`src/rtl/rgb_breath_pkg.sv`:
```
// Shared palette definitions for the RGB breathing controller.
package rgb_breath_pkg;

    localparam int NUM_COLORS = 7;

    typedef logic [2:0] color_idx_t;

    localparam color_idx_t RED        = 3'd0;
    localparam color_idx_t ORANGE     = 3'd1;
    localparam color_idx_t YELLOW     = 3'd2;
    localparam color_idx_t GREEN      = 3'd3;
    localparam color_idx_t BLUE       = 3'd4;
    localparam color_idx_t PURPLE     = 3'd5;
    localparam color_idx_t WHITE      = 3'd6;
    localparam color_idx_t LAST_COLOR = WHITE;

    typedef struct packed {
        logic [15:0] r;
        logic [15:0] g;
        logic [15:0] b;
    } rgb_tgt_t;

    // Channel targets for a given full-scale value; orange green is 2/5 of full scale.
    function automatic rgb_tgt_t palette(input color_idx_t c, input logic [15:0] max_v);
        rgb_tgt_t   t;
        logic [15:0] two_fifths;
        two_fifths = 16'((32'(max_v) * 32'd2) / 32'd5);
        t = '0;
        case (c)
            RED:    t.r = max_v;
            ORANGE: begin t.r = max_v; t.g = two_fifths; end
            YELLOW: begin t.r = max_v; t.g = max_v; end
            GREEN:  t.g = max_v;
            BLUE:   t.b = max_v;
            PURPLE: begin t.r = max_v; t.b = max_v; end
            WHITE:  begin t.r = max_v; t.g = max_v; t.b = max_v; end
            default: t = '0;
        endcase
        return t;
    endfunction

endpackage

```
`src/rtl/rgb_breath_array_btn_debounce.sv`:
```
// Button synchroniser + debouncer producing a one-cycle press pulse.
// Latency: 2 sync flops plus DB_CYC stable cycles to the registered pulse.
// Backpressure: none; the raw button is sampled every cycle.
module btn_debounce #(
    parameter int DB_CYC = 1250000
) (
    input  logic clk,
    input  logic rst,
    input  logic btn,
    output logic press
);
    localparam int CW = $clog2(DB_CYC + 1);

    logic          sync_a;
    logic          sync_b;
    logic          level;
    logic [CW-1:0] cnt;

    always_ff @(posedge clk) begin
        if (!rst) begin
            sync_a <= 1'b0;
            sync_b <= 1'b0;
            level  <= 1'b0;
            cnt    <= '0;
            press  <= 1'b0;
        end else begin
            sync_a <= btn;
            sync_b <= sync_a;
            press  <= 1'b0;
            // cnt holds how many previous cycles in a row disagreed with level
            if (sync_b != level) begin
                if (cnt == CW'(DB_CYC - 1)) begin
                    level <= sync_b;
                    press <= sync_b;
                    cnt   <= '0;
                end else begin
                    cnt <= cnt + CW'(1);
                end
            end else begin
                cnt <= '0;
            end
        end
    end

endmodule

```
`src/rtl/rgb_breath_array.sv`:
```
// Multi-LED RGB breathing controller: shared triangle brightness, palette colour, PWM.
// Latency: one clock from PWM counter to pin; duty changes land at the next PWM period.
// Backpressure: none; buttons and LED pins are free-running.
module rgb_breath_array
    import rgb_breath_pkg::*;
#(
    parameter int PWM_BITS      = 8,
    parameter int NUM_LED       = 2,
    parameter int NUM_SPEEDS    = 4,
    parameter int SPEED_RST     = 2,
    parameter int BASE_TICK_CYC = 490196,
    parameter int DB_CYC        = 1250000
) (
    input  logic                  clk,
    input  logic                  rst,
    input  logic                  btn_inc,
    input  logic                  btn_dec,
    input  logic                  hold,
    output logic [NUM_LED-1:0]    led_r,
    output logic [NUM_LED-1:0]    led_g,
    output logic [NUM_LED-1:0]    led_b,
    output logic [NUM_SPEEDS-1:0] led_speed
);
    localparam int SW = $clog2(NUM_SPEEDS);
    localparam int TW = $clog2(BASE_TICK_CYC + 1);
    localparam int PW = 2 * PWM_BITS + 1;
    localparam logic [PWM_BITS-1:0] MAX      = '1;
    localparam logic [PWM_BITS-1:0] PWM_LAST = PWM_BITS'((1 << PWM_BITS) - 2);
    localparam logic [15:0]         MAX16    = 16'((1 << PWM_BITS) - 1);
    localparam logic [SW-1:0]       SPD_TOP  = SW'(NUM_SPEEDS - 1);

    logic                inc_p, dec_p;
    logic [SW-1:0]       speed, speed_nxt;
    logic                speed_chg;
    logic [TW-1:0]       tick_cnt, tick_last;
    logic                step;
    logic [PWM_BITS-1:0] brightness;
    logic                dir_dn;
    color_idx_t          color_idx;
    logic [PWM_BITS-1:0] pwm_cnt;

    btn_debounce #(.DB_CYC(DB_CYC)) u_db_inc (.clk(clk), .rst(rst), .btn(btn_inc), .press(inc_p));
    btn_debounce #(.DB_CYC(DB_CYC)) u_db_dec (.clk(clk), .rst(rst), .btn(btn_dec), .press(dec_p));

    function automatic logic [TW-1:0] tick_last_of(input logic [SW-1:0] s);
        int unsigned len;
        len = int'(BASE_TICK_CYC) >> s;
        if (len == 0) len = 1;
        return TW'(len - 1);
    endfunction

    // Rounded scale: exact 0 at zero brightness, exact MAX at full brightness and target.
    function automatic logic [PWM_BITS-1:0] duty_of(input logic [PWM_BITS-1:0] b, input logic [15:0] t);
        logic [PW-1:0] p;
        p = PW'(b) * PW'(t) + PW'(MAX);
        return PWM_BITS'(p >> PWM_BITS);
    endfunction

    always_comb begin
        speed_nxt = speed;
        if (inc_p && !dec_p && speed != SPD_TOP)
            speed_nxt = speed + SW'(1);
        else if (dec_p && !inc_p && speed != '0)
            speed_nxt = speed - SW'(1);
    end

    assign speed_chg = (speed_nxt != speed);
    assign tick_last = tick_last_of(speed);
    assign step      = !hold && !speed_chg && (tick_cnt == tick_last);

    always_ff @(posedge clk) begin
        if (!rst) begin
            speed     <= SW'(SPEED_RST);
            led_speed <= NUM_SPEEDS'(1) << SPEED_RST;
            tick_cnt  <= '0;
        end else begin
            speed     <= speed_nxt;
            led_speed <= NUM_SPEEDS'(1) << speed_nxt;
            if (speed_chg)
                tick_cnt <= '0;
            else if (!hold)
                tick_cnt <= (tick_cnt == tick_last) ? '0 : tick_cnt + TW'(1);
        end
    end

    always_ff @(posedge clk) begin
        if (!rst) begin
            brightness <= '0;
            dir_dn     <= 1'b0;
            color_idx  <= RED;
        end else if (step) begin
            if (!dir_dn) begin
                brightness <= brightness + PWM_BITS'(1);
                if (brightness == MAX - PWM_BITS'(1)) dir_dn <= 1'b1;
            end else begin
                brightness <= brightness - PWM_BITS'(1);
                // Colour moves on at the trough so the change is invisible.
                if (brightness == PWM_BITS'(1)) begin
                    dir_dn    <= 1'b0;
                    color_idx <= (color_idx == LAST_COLOR) ? RED : color_idx + 3'd1;
                end
            end
        end
    end

    always_ff @(posedge clk) begin
        if (!rst) pwm_cnt <= '0;
        else      pwm_cnt <= (pwm_cnt == PWM_LAST) ? '0 : pwm_cnt + PWM_BITS'(1);
    end

    for (genvar i = 0; i < NUM_LED; i++) begin : g_led
        color_idx_t          c;
        rgb_tgt_t            tgt;
        logic [PWM_BITS-1:0] duty_r, duty_g, duty_b;
        logic                out_r, out_g, out_b;

        assign c   = color_idx_t'((32'(color_idx) + 32'(i)) % 32'(NUM_COLORS));
        assign tgt = palette(c, MAX16);

        always_ff @(posedge clk) begin
            if (!rst) begin
                duty_r <= '0;
                duty_g <= '0;
                duty_b <= '0;
                out_r  <= 1'b0;
                out_g  <= 1'b0;
                out_b  <= 1'b0;
            end else begin
                if (pwm_cnt == PWM_LAST) begin
                    duty_r <= duty_of(brightness, tgt.r);
                    duty_g <= duty_of(brightness, tgt.g);
                    duty_b <= duty_of(brightness, tgt.b);
                end
                out_r <= (pwm_cnt < duty_r);
                out_g <= (pwm_cnt < duty_g);
                out_b <= (pwm_cnt < duty_b);
            end
        end

        assign led_r[i] = out_r;
        assign led_g[i] = out_g;
        assign led_b[i] = out_b;
    end

endmodule

```
`config.mk`:
```
export PLATFORM = sky130hd
export DESIGN_NAME = rgb_breath_array
export DESIGN_NICKNAME = d
export VERILOG_FILES = /design/src/rtl/rgb_breath_pkg.sv /design/src/rtl/rgb_breath_array_btn_debounce.sv /design/src/rtl/rgb_breath_array.sv
export SDC_FILE = /design/constraint.sdc
export NUM_CORES = 1
export LEC_CHECK = 0
export ABC_AREA = 1
export CAP_MARGIN = 40
export CORE_ASPECT_RATIO = 0.5
export CORE_MARGIN = 5
export CORE_UTILIZATION = 45
export DETAILED_ROUTE_END_ITERATION = 6
export PLACE_DENSITY = 0.68
export SYNTH_ARGS = -nofsm -noshare
export SYNTH_HDL_FRONTEND = slang
export SYNTH_SLANG_ARGS = --single-unit
```
`constraint.sdc`:
```
create_clock -name clk -period 9.47 [get_ports clk]
set_clock_uncertainty 0.1 [all_clocks]
set_input_delay 2.841 -clock clk [delete_from_list [all_inputs] [get_ports clk]]
set_output_delay 2.841 -clock clk [all_outputs]
set_load 0.02 [all_outputs]
```
==> results of run 1 <==
worst max-delay path, delay by kind of cell, from the launching register on:
family,cells,cell delay (ns)
AOI/OAI and AO/OA,5,0.61
DFF,1,0.63
and+or+nand+nor,11,1.53
buffers and inverters,8,0.84
xor gates and xnor gates,2,0.35
adders and majority gates,8,3.27
Yosys cell counts, drive strengths merged (10+ instances only):
library cell / count / share of area
nor2: 228 / 0.050
o22ai: 10 / 0.0038
ha: 263 / 0.18
a21oi: 152 / 0.043
xor2: 36 / 0.018
nand3: 82 / 0.024
nand4: 33 / 0.012
buf: 14 / 0.0052
nor3: 52 / 0.015
dfxtp: 149 / 0.17
inv: 508 / 0.11
clkbuf: 17 / 0.0036
xnor2: 25 / 0.012
o21ai: 107 / 0.030
fa: 189 / 0.21
nand2: 310 / 0.070
nor4: 12 / 0.0049
metal layers:
layer  wire length (um)  global-route usage
met5                 13                   0
met4                684             0.04538
met3               1813             0.02711
met2              17500              0.3031
met1              18580              0.2479
power by group through the flow:
| stage | registers (uW) | logic [uW] | clock network, uW |
|---|---|---|---|
| 6_report | 638 | 50.2 | 673 |
| 5_1_grt | 639 | 55.7 | 709 |
| 4_1_cts | 638 | 50.8 | 682 |
| 3_5_place_dp | 653 | 50.4 | 0 |
| 3_3_place_gp | 652 | 48.2 | 0 |
| 2_1_floorplan | 650 | 33.4 | 0 |
logic make-up after synthesis:
group	share of synthesized area
simple gates	0.1842
buf+inv	0.1158
fa+ha+maj	0.3954
compound gates	0.1080
flops	0.1667
xor+xnor	0.02986
metrics by stage:
step / utilization / setup slack (ns) / hold WS [ns] / total power, uW / std cells
6_report: 0.4909 / 2.023 / 0.3154 / 1362 / 2827
5_1_grt: 0.4909 / 1.535 / 0.3307 / 1403 / 2827
4_1_cts: 0.4909 / 2.015 / 0.3185 / 1371 / 2827
3_5_place_dp: 0.4765 / 2.053 / 0.3009 / 703.1 / 2795
3_3_place_gp: 0.4758 / 2.152 / 0.3037 / 700.6 / 2794
2_1_floorplan: - / 2.891 / 0.2905 / 683.1 / 2275
registers in the layout, indices dropped and copies added, names as in the netlist, 2 cells and up:
| register | count |
|---|---|
| g_led.duty_b | 16 |
| g_led.out_r | 2 |
| g_led.out_b | 2 |
| tick_cnt | 19 |
| u_db_dec.cnt | 21 |
| led_speed | 4 |
| g_led.duty_g | 16 |
| speed | 2 |
| g_led.out_g | 2 |
| u_db_inc.cnt | 21 |
| pwm_cnt | 8 |
| color_idx | 3 |
| brightness | 8 |
| g_led.duty_r | 16 |
cell type report:
| class | instances | area share |
|---|---|---|
| inverters | 510 | 0.09986 |
| clock buffers | 17 | 0.02219 |
| clock inverters | 15 | 0.006984 |
| multi-input cells | 1585 | 0.6697 |
| flip-flops and latches | 149 | 0.1556 |
| well taps | 530 | 0.03459 |
| repair buffers | 21 | 0.01110 |
final timing paths:
| check | startpoint | end | cells after the start |
|---|---|---|---|
| worst min-delay path | u_db_dec.sync_a | u_db_dec.sync_b | 2 |
| worst max-delay path | color_idx[0] | g_led[1].duty_b[7] | 34 |
| worst max register to register | color_idx[0] | g_led[1].duty_b[7] | 34 |
| worst min register to register | u_db_dec.sync_a | u_db_dec.sync_b | 2 |
placed cells by master (no fill, tap or decap), types with 4 or more instances in the layout:
master	Yosys	final
nand2_2	14	14
a21oi_1	150	150
a211oi_1	5	5
ha_1	263	263
nand2_1	289	289
o22ai_1	9	9
inv_2	4	4
o21bai_1	7	7
a21boi_0	4	4
a21o_1	9	9
nand4_1	31	31
inv_1	504	504
clkdlybuf4s50_1	0	14
nor3_1	49	49
buf_4	6	6
nand3_2	5	5
o32ai_1	4	4
dfxtp_1	149	149
o2111ai_1	4	4
nor3b_1	9	9
xor2_1	36	36
o21a_1	8	8
clkbuf_16	0	17
inv_8	0	4
nor2_2	4	4
nor4_1	10	10
nor2_1	221	221
o211ai_1	7	7
nand2_4	7	7
fa_1	189	189
a31oi_1	6	6
inv_6	0	7
nand3_1	77	77
o21ai_0	102	102
xnor2_1	25	25
==> summary.txt, run 1 <==
STA
  – Relative slew slack: 0.4356
  – Max Fclk: 134.3 MHz
  – Final setup TNS: 0 ns
  – Worst-margin pin slew: 0.8435 ns
  – Final Slew Violations: 0
  – Final Hold Fails: 0
  – RSZ-0062 raised after global routing: false
  – Fin crit share: 0.7864
  – Minimum clock period: 7.447 ns
  – Setup-failing EPs final: 0

Detailed routing
  – Number of routed nets with antenna violations: 0
  – Vias: 14200
  – Via density: 5.024
  – Iter 0 DRT Violations: 806
  – Average wire per standard cell: 13.65 um
  – DRC viols: 0
  – DRT Pass-1 Iters: 7
  – Post-Route WL: 38.59 mm

Synthesis
  – Synth unique cells: 61
  – Syn. warnings: 0
  – Mapped Nets: 2732
  – Post-synth EDFFs: 0
  – Asr flop ratio synth: 0
  – Yosys reg bits: 149
  – Ys flop type: dfxtp_1
  – Sequential-to-total area share from yosys stat: 0.1667
  – Syn Inst Count: 2275
  – Synth Area per Inst: 7.865 um2
  – Post-synthesis cell area: 0.01789 mm2

Worst setup path
  – CP dominant cell by count: inv_1
  – CP required: 9.69 ns
  – Arr. time, crit path: 7.67 ns
  – Reg2reg setup slack: 2.02 ns
  – Setup CP Type: reg -> reg
  – Crit path capture type: register
  – Startpoint types: register
  – CP Max Fanout: 13
  – CP peak stage delay: 0.63 ns
  – Critical path's slowest cell: dfxtp_1

Global routing
  – Vias in the first global route: 13870
  – Largest net degree at the start of global routing: 39
  – Initial antenna violation count: 1
  – First-pass GRT wire length: 65.79 mm
  – Tot GR Track Use: 0.1806
  – Global route total overflow: 0

Place
  – Routability-driven placement congestion ratio: 0.8839
  – Placed Instance Area: 0.01861 mm2
  – Post-DP HPWL: 31.65 mm
  – Number of buffers added on ports: 14

Clocking
  – Reg clk slew, reported paths: 0.08 ns
  – CTS H-tree lvls: 4
  – Setup Buffers After CTS: 0
  – Hold_buf cts: 0
  – Clock tree buffer depth: 2
  – Clock sink count: 149
  – # resized after CTS: 0
  – TritonCTS Buffers: 17
  – Root buffer cell: clkbuf_16
  – CTS tree: done
  – Worst skew pair latency: 0.45 ns

Power and ir drop
  – Maximum vdd ir drop: 0.09137 mV
  – Clk network pwr share: 0.494
  – Switching Fraction: 0.2670
  – Psw: 363.6 uW
  – Gate power share: 0.037
  – Internal Pwr Total: 998.4 uW
  – Pleak: 0.009604 uW
  – PD cells: 71.05 mW/mm2
  – Reg power frac: 0.469

Final layout
  – Syn-to-layout area delta: 7.140%
  – Register area: 0.002983 mm2
  – Fin nets: 2741
  – Layout cells sized above 1: 0.04179
  – Number of diodes: 0
  – Fill cells: 3827
  – Area of the multi-input gates: 0.01284 mm2
  – Post-route design area: 0.01917 mm2

Job
  – Max-cap violations: 0

Floorplan
  – Chip width: 292.0 um
  – Core Box Area: 0.03905 mm2
  – Num rows: 51
  – Die Y: 151.0 um
  – Die Footprint: 0.04409 mm2
  – Initial Utilization: 0.4582
  – IO Pins: 15

Hold path
  – Hold Path Class: reg -> reg

Run status
  – Status: completed
Power figures use the tool's default switching activity.
==> run 2: changes to the inputs <==
- clock period: 9.47 -> 7.5 ns (I/O delays scaled with it)
==> run 2 against run 1 <==
Total power up 29%. Via count fell by 0.80%. Die area is the same. Largest cell class unchanged. Critical path depth unchanged. Critical endpoint unchanged. Combinational power grew 26%. Clock-buffer cell count increased by 3. Worst setup slack got worse by 1.5 ns. Largest power group unchanged. Non-clock buffer count rose by 5. Routed wire length increased by 1.5%. First-iteration DRC count is 18% higher. Worst hold slack better by 0.0068 ns.
==> summary.txt, run 2 (synthesized netlist as in run 1, its figures left out) <==
Hold path
  – Hold Path Class: reg -> reg

Job
  – Max-cap violations: 0

Clocking
  – Clock tree buffer depth: 2
  – Root buffer cell: clkbuf_16
  – CTS H-tree lvls: 4
  – Clock sink count: 149
  – Hold_buf cts: 0
  – CTS tree: done
  – Reg clk slew, reported paths: 0.07 ns
  – TritonCTS Buffers: 17
  – Worst skew pair latency: 0.44 ns

Power and ir drop
  – Pleak: 0.009641 uW
  – Maximum vdd ir drop: 0.1101 mV
  – PD cells: 91.10 mW/mm2
  – Power, Total: 1753 uW

Global routing
  – First-pass GRT wire length: 67.30 mm
  – Largest net degree at the start of global routing: 39
  – Vias in the first global route: 13830
  – Tot GR Track Use: 0.1853
  – Initial antenna violation count: 0
  – Global route total overflow: 0

Detailed routing
  – Average wire per standard cell: 13.83 um
  – DRC viols: 0
  – Post-Route WL: 39.17 mm
  – Via density: 4.975
  – Number of routed nets with antenna violations: 0
  – Vias: 14090
  – Iter 0 DRT Violations: 954
  – DRT Pass-1 Iters: 5

Run status
  – Status: completed

STA
  – Worst-margin pin slew: 0.7698 ns
  – Fin crit share: 0.9340
  – Final Hold Fails: 0
  – RSZ-0062 raised after global routing: false
  – Relative slew slack: 0.4853
  – Final Slew Violations: 0
  – Minimum clock period: 7.005 ns
  – Final setup TNS: 0 ns
  – Max Fclk: 142.7 MHz
  – Setup-failing EPs final: 0

Floorplan
  – Num rows: 51
  – Die Y: 151.0 um
  – Initial Utilization: 0.4582
  – IO Pins: 15
  – Die Footprint: 0.04409 mm2
  – Core Box Area: 0.03905 mm2
  – Chip width: 292.0 um

Worst setup path
  – CP Max Fanout: 8
  – Arr. time, crit path: 7.22 ns
  – CP peak stage delay: 0.59 ns
  – Setup CP Type: reg -> reg
  – Crit path capture type: register
  – CP dominant cell by count: inv_1
  – Critical path's slowest cell: fa_1
  – Startpoint types: register
  – CP required: 7.71 ns

Place
  – Placed cell count: 2800
  – Placed Instance Area: 0.01865 mm2
  – Post-DP HPWL: 31.99 mm
  – Number of buffers added on ports: 14
  – Routability-driven placement congestion ratio: 0.9264

Final layout
  – Fill cells: 3817
  – Syn-to-layout area delta: 7.581%
  – Number of diodes: 0
  – Post-route design area: 0.01925 mm2
  – Area of the multi-input gates: 0.01285 mm2
  – Non-filler instance count after layout: 2832
  – Leading cell type in the layout, fill and taps excluded: inv_1
  – Layout cells sized above 1: 0.04387
  – Fin nets: 2746
  – Register area: 0.002984 mm2
  – Largest regs: u_db_dec.cnt x21, u_db_inc.cnt x21, tick_cnt x19
  – Most frequent cells in the layout: 504 x inv_1, 289 x nand2_1, 263 x ha_1, 220 x nor2_1, 189 x fa_1
## run 2: timing repair
action                                  CTS  global route
endpoints found under the setup margin    0             3
gates resized for setup                   0             4
setup buffers                             0             0
## run 2: per-stage QoR
| stage | setup WS, ns | util | hold slack, ns |
|---|---|---|---|
| 2_1_floorplan | 0.9215 | - | 0.2905 |
| 3_3_place_gp | 0.5232 | 0.4768 | 0.3032 |
| 3_5_place_dp | 0.4637 | 0.4775 | 0.3091 |
| 4_1_cts | 0.4338 | 0.4926 | 0.3300 |
| 5_1_grt | 0.05931 | 0.4929 | 0.3590 |
| 6_report | 0.4947 | 0.4929 | 0.3222 |
## run 2: final timing paths
check | start | to | slack, ns | cells after the start
max | color_idx[0] | g_led[1].duty_b[7] | 0.49 | 34
min | u_db_dec.sync_a | u_db_dec.sync_b | 0.32 | 2
max reg2reg | color_idx[0] | g_led[1].duty_b[7] | 0.49 | 34
min reg2reg | u_db_dec.sync_a | u_db_dec.sync_b | 0.32 | 2
## run 2: critical path, delay by kind of cell, from the launching register on
kind	cells	cell delay [ns]
simple gates	11	1.38
fa+ha+maj	8	3.10
buf+inv	7	0.70
compound gates	5	0.63
flops	1	0.43
xor+xnor	3	0.52
## run 2: final cells by class
cell class | instances | area share
multi-input cells | 1585 | 0.6674
flip-flops and latches | 149 | 0.1550
inverters | 510 | 0.09945
well taps | 530 | 0.03445
clock buffers | 20 | 0.02321
repair buffers | 26 | 0.01300
clock inverters | 12 | 0.007475
## run 2: report_power, final
group / total [uW] / internal (uW) / switching, uW
Combinational: 63.5 / 24.3 / 39.2
Sequential: 806 / 798 / 8.12
Clock: 884 / 505 / 379
## run 2: per-layer routing
| metal | global-route usage | vias to the layer above | part of all wire |
|---|---|---|---|
| li1 | - | 7249 | - |
| met1 | 0.2584 | 6540 | 0.49 |
| met2 | 0.3087 | 261 | 0.45 |
| met3 | 0.02886 | 39 | 0.052 |
| met4 | 0.03923 | 0 | 0.014 |
| met5 | 0 | - | 0 |
==> run 3: changes to the inputs <==
- CORE_UTILIZATION: 45 -> 30
- PLACE_DENSITY: 0.68 -> 0.52
==> run 3 against run 2 <==
Total power fell by 1.9%. Critical path depth did not move. Largest cell class unchanged. Die area rose by 47%. Cell count rose by 9.0%.
==> summary.txt, run 3 (synthesized netlist as in run 1, its figures left out) <==
Run status
  – Status: completed

Final layout
  – Post-route design area: 0.01958 mm2
  – Fill cells: 6270
  – Syn-to-layout area delta: 9.441%
  – Number of diodes: 0
  – Final core utilization: 0.3312
  – Fin nets: 2750
  – Layout cells sized above 1: 0.04640
  – Leading cell type in the layout, fill and taps excluded: inv_1
  – Most frequent cells in the layout: 504 x inv_1, 289 x nand2_1, 262 x ha_1, 219 x nor2_1, 189 x fa_1
  – Largest regs: u_db_dec.cnt x21, u_db_inc.cnt x21, tick_cnt x19

Detailed routing
  – Vias: 13870
  – Number of routed nets with antenna violations: 0
  – DRC viols: 0
  – Post-Route WL: 39.94 mm
  – Via density: 4.496
  – Average wire per standard cell: 12.94 um
  – DRT Pass-1 Iters: 4
  – Iter 0 DRT Violations: 602

Worst setup path
  – CP dominant cell by count: inv_1
  – Critical path's slowest cell: fa_1
  – Reg2reg setup slack: 0.56 ns
  – CP Max Fanout: 8
  – Crit path capture type: register
  – Arr. time, crit path: 7.15 ns
  – CP peak stage delay: 0.53 ns
  – Setup CP Type: reg -> reg
  – Worst path bufs/invs: 8
  – CP required: 7.72 ns
  – CP top delay family: adder cells
  – Startpoint types: register

Global routing
  – Vias in the first global route: 14390
  – Global route total overflow: 0
  – Initial antenna violation count: 0
  – Tot GR Track Use: 0.1299
  – Largest net degree at the start of global routing: 39
  – First-pass GRT wire length: 69.92 mm

Floorplan
  – IO Pins: 15
  – Die Footprint: 0.06492 mm2
  – Die Y: 182.7 um
  – Core Box Area: 0.05912 mm2
  – Initial Utilization: 0.3026
  – Num rows: 63
  – Chip width: 355.4 um

STA
  – Worst setup margin: 0.5635 ns
  – RSZ-0062 raised after global routing: false
  – Max Fclk: 144.2 MHz
  – Setup-failing EPs final: 0
  – Hold slack: 0.3160 ns
  – Minimum clock period: 6.936 ns
  – Worst-margin pin slew: 0.7526 ns
  – Final setup TNS: 0 ns
  – Final Hold Fails: 0
  – Fin crit share: 0.9249
  – Relative slew slack: 0.4967
  – Final Slew Violations: 0

Clocking
  – CTS H-tree lvls: 4
  – Reg clk slew, reported paths: 0.06 ns
  – Root buffer cell: clkbuf_16
  – Clock sink count: 149
  – Clock tree buffer depth: 2
  – Hold_buf cts: 0
  – Worst skew pair latency: 0.44 ns
  – TritonCTS Buffers: 17
  – CTS tree: done
  – Setup Buffers After CTS: 0

Place
  – Routability-driven placement congestion ratio: 0.8179
  – Post-DP HPWL: 32.83 mm
  – Pre-CTS setup slack: 0.3761 ns
  – Placed Instance Area: 0.01899 mm2
  – Number of buffers added on ports: 14

Hold path
  – Hold Path Class: reg -> reg

Job
  – Max-cap violations: 0

Power and ir drop
  – Maximum vdd ir drop: 0.1528 mV
  – Pleak: 0.009650 uW
  – PD cells: 87.81 mW/mm2
-- run 3: layout make-up --
| class | count | area [um2] | share of cell area |
|---|---|---|---|
| Clock buffer | 21 | 450.4 | 0.02300 |
| Tap cell | 780 | 975.9 | 0.04984 |
| Inverter | 510 | 1914 | 0.09776 |
| Multi-Input combinational cell | 1585 | 12850 | 0.6563 |
| Clock inverter | 11 | 125.1 | 0.006390 |
| Sequential cell | 149 | 2984 | 0.1524 |
| Timing Repair Buffer | 30 | 280.3 | 0.01431 |
-- run 3: tightest hold or removal path: stages, from the launching register on --
cell and delay (ns):
dfxtp_1 0.31, nand2_1 0.05, inv_1 0.04
-- run 3: per-layer routing --
layer | GRT usage | wire, um
met3 | 0.01638 | 872
met5 | 0 | 0
met2 | 0.2274 | 18680
met1 | 0.1752 | 20030
met4 | 0.02131 | 357
-- run 3: what timing repair did --
action	4_1_cts	5_1_grt
hold endpoints to repair	0	0
endpoints found under the setup margin	0	9
gates resized for setup	0	6
-- run 3: worst paths after layout --
kind	startpoint	endpoint	cells past startpoint
worst max-delay path	color_idx[0]	g_led[1].duty_b[7]	34
worst min-delay path	u_db_dec.sync_a	u_db_dec.sync_b	2
worst max register to register	color_idx[0]	g_led[1].duty_b[7]	34
worst min register to register	u_db_dec.sync_a	u_db_dec.sync_b	2
-- run 3: where the power goes --
part	switching, uW	internal [uW]
Clock	355	499
Sequential	7.42	798
Combinational	35.3	24.0
Total	398	1320
-- run 3: stage by stage --
step,cells,total power [uW]
after CTS,3086,1748
after detailed placement,3054,884.3
final,3086,1719
after global placement,3053,881.7
after global routing,3086,1786
after floorplan,2275,862.5
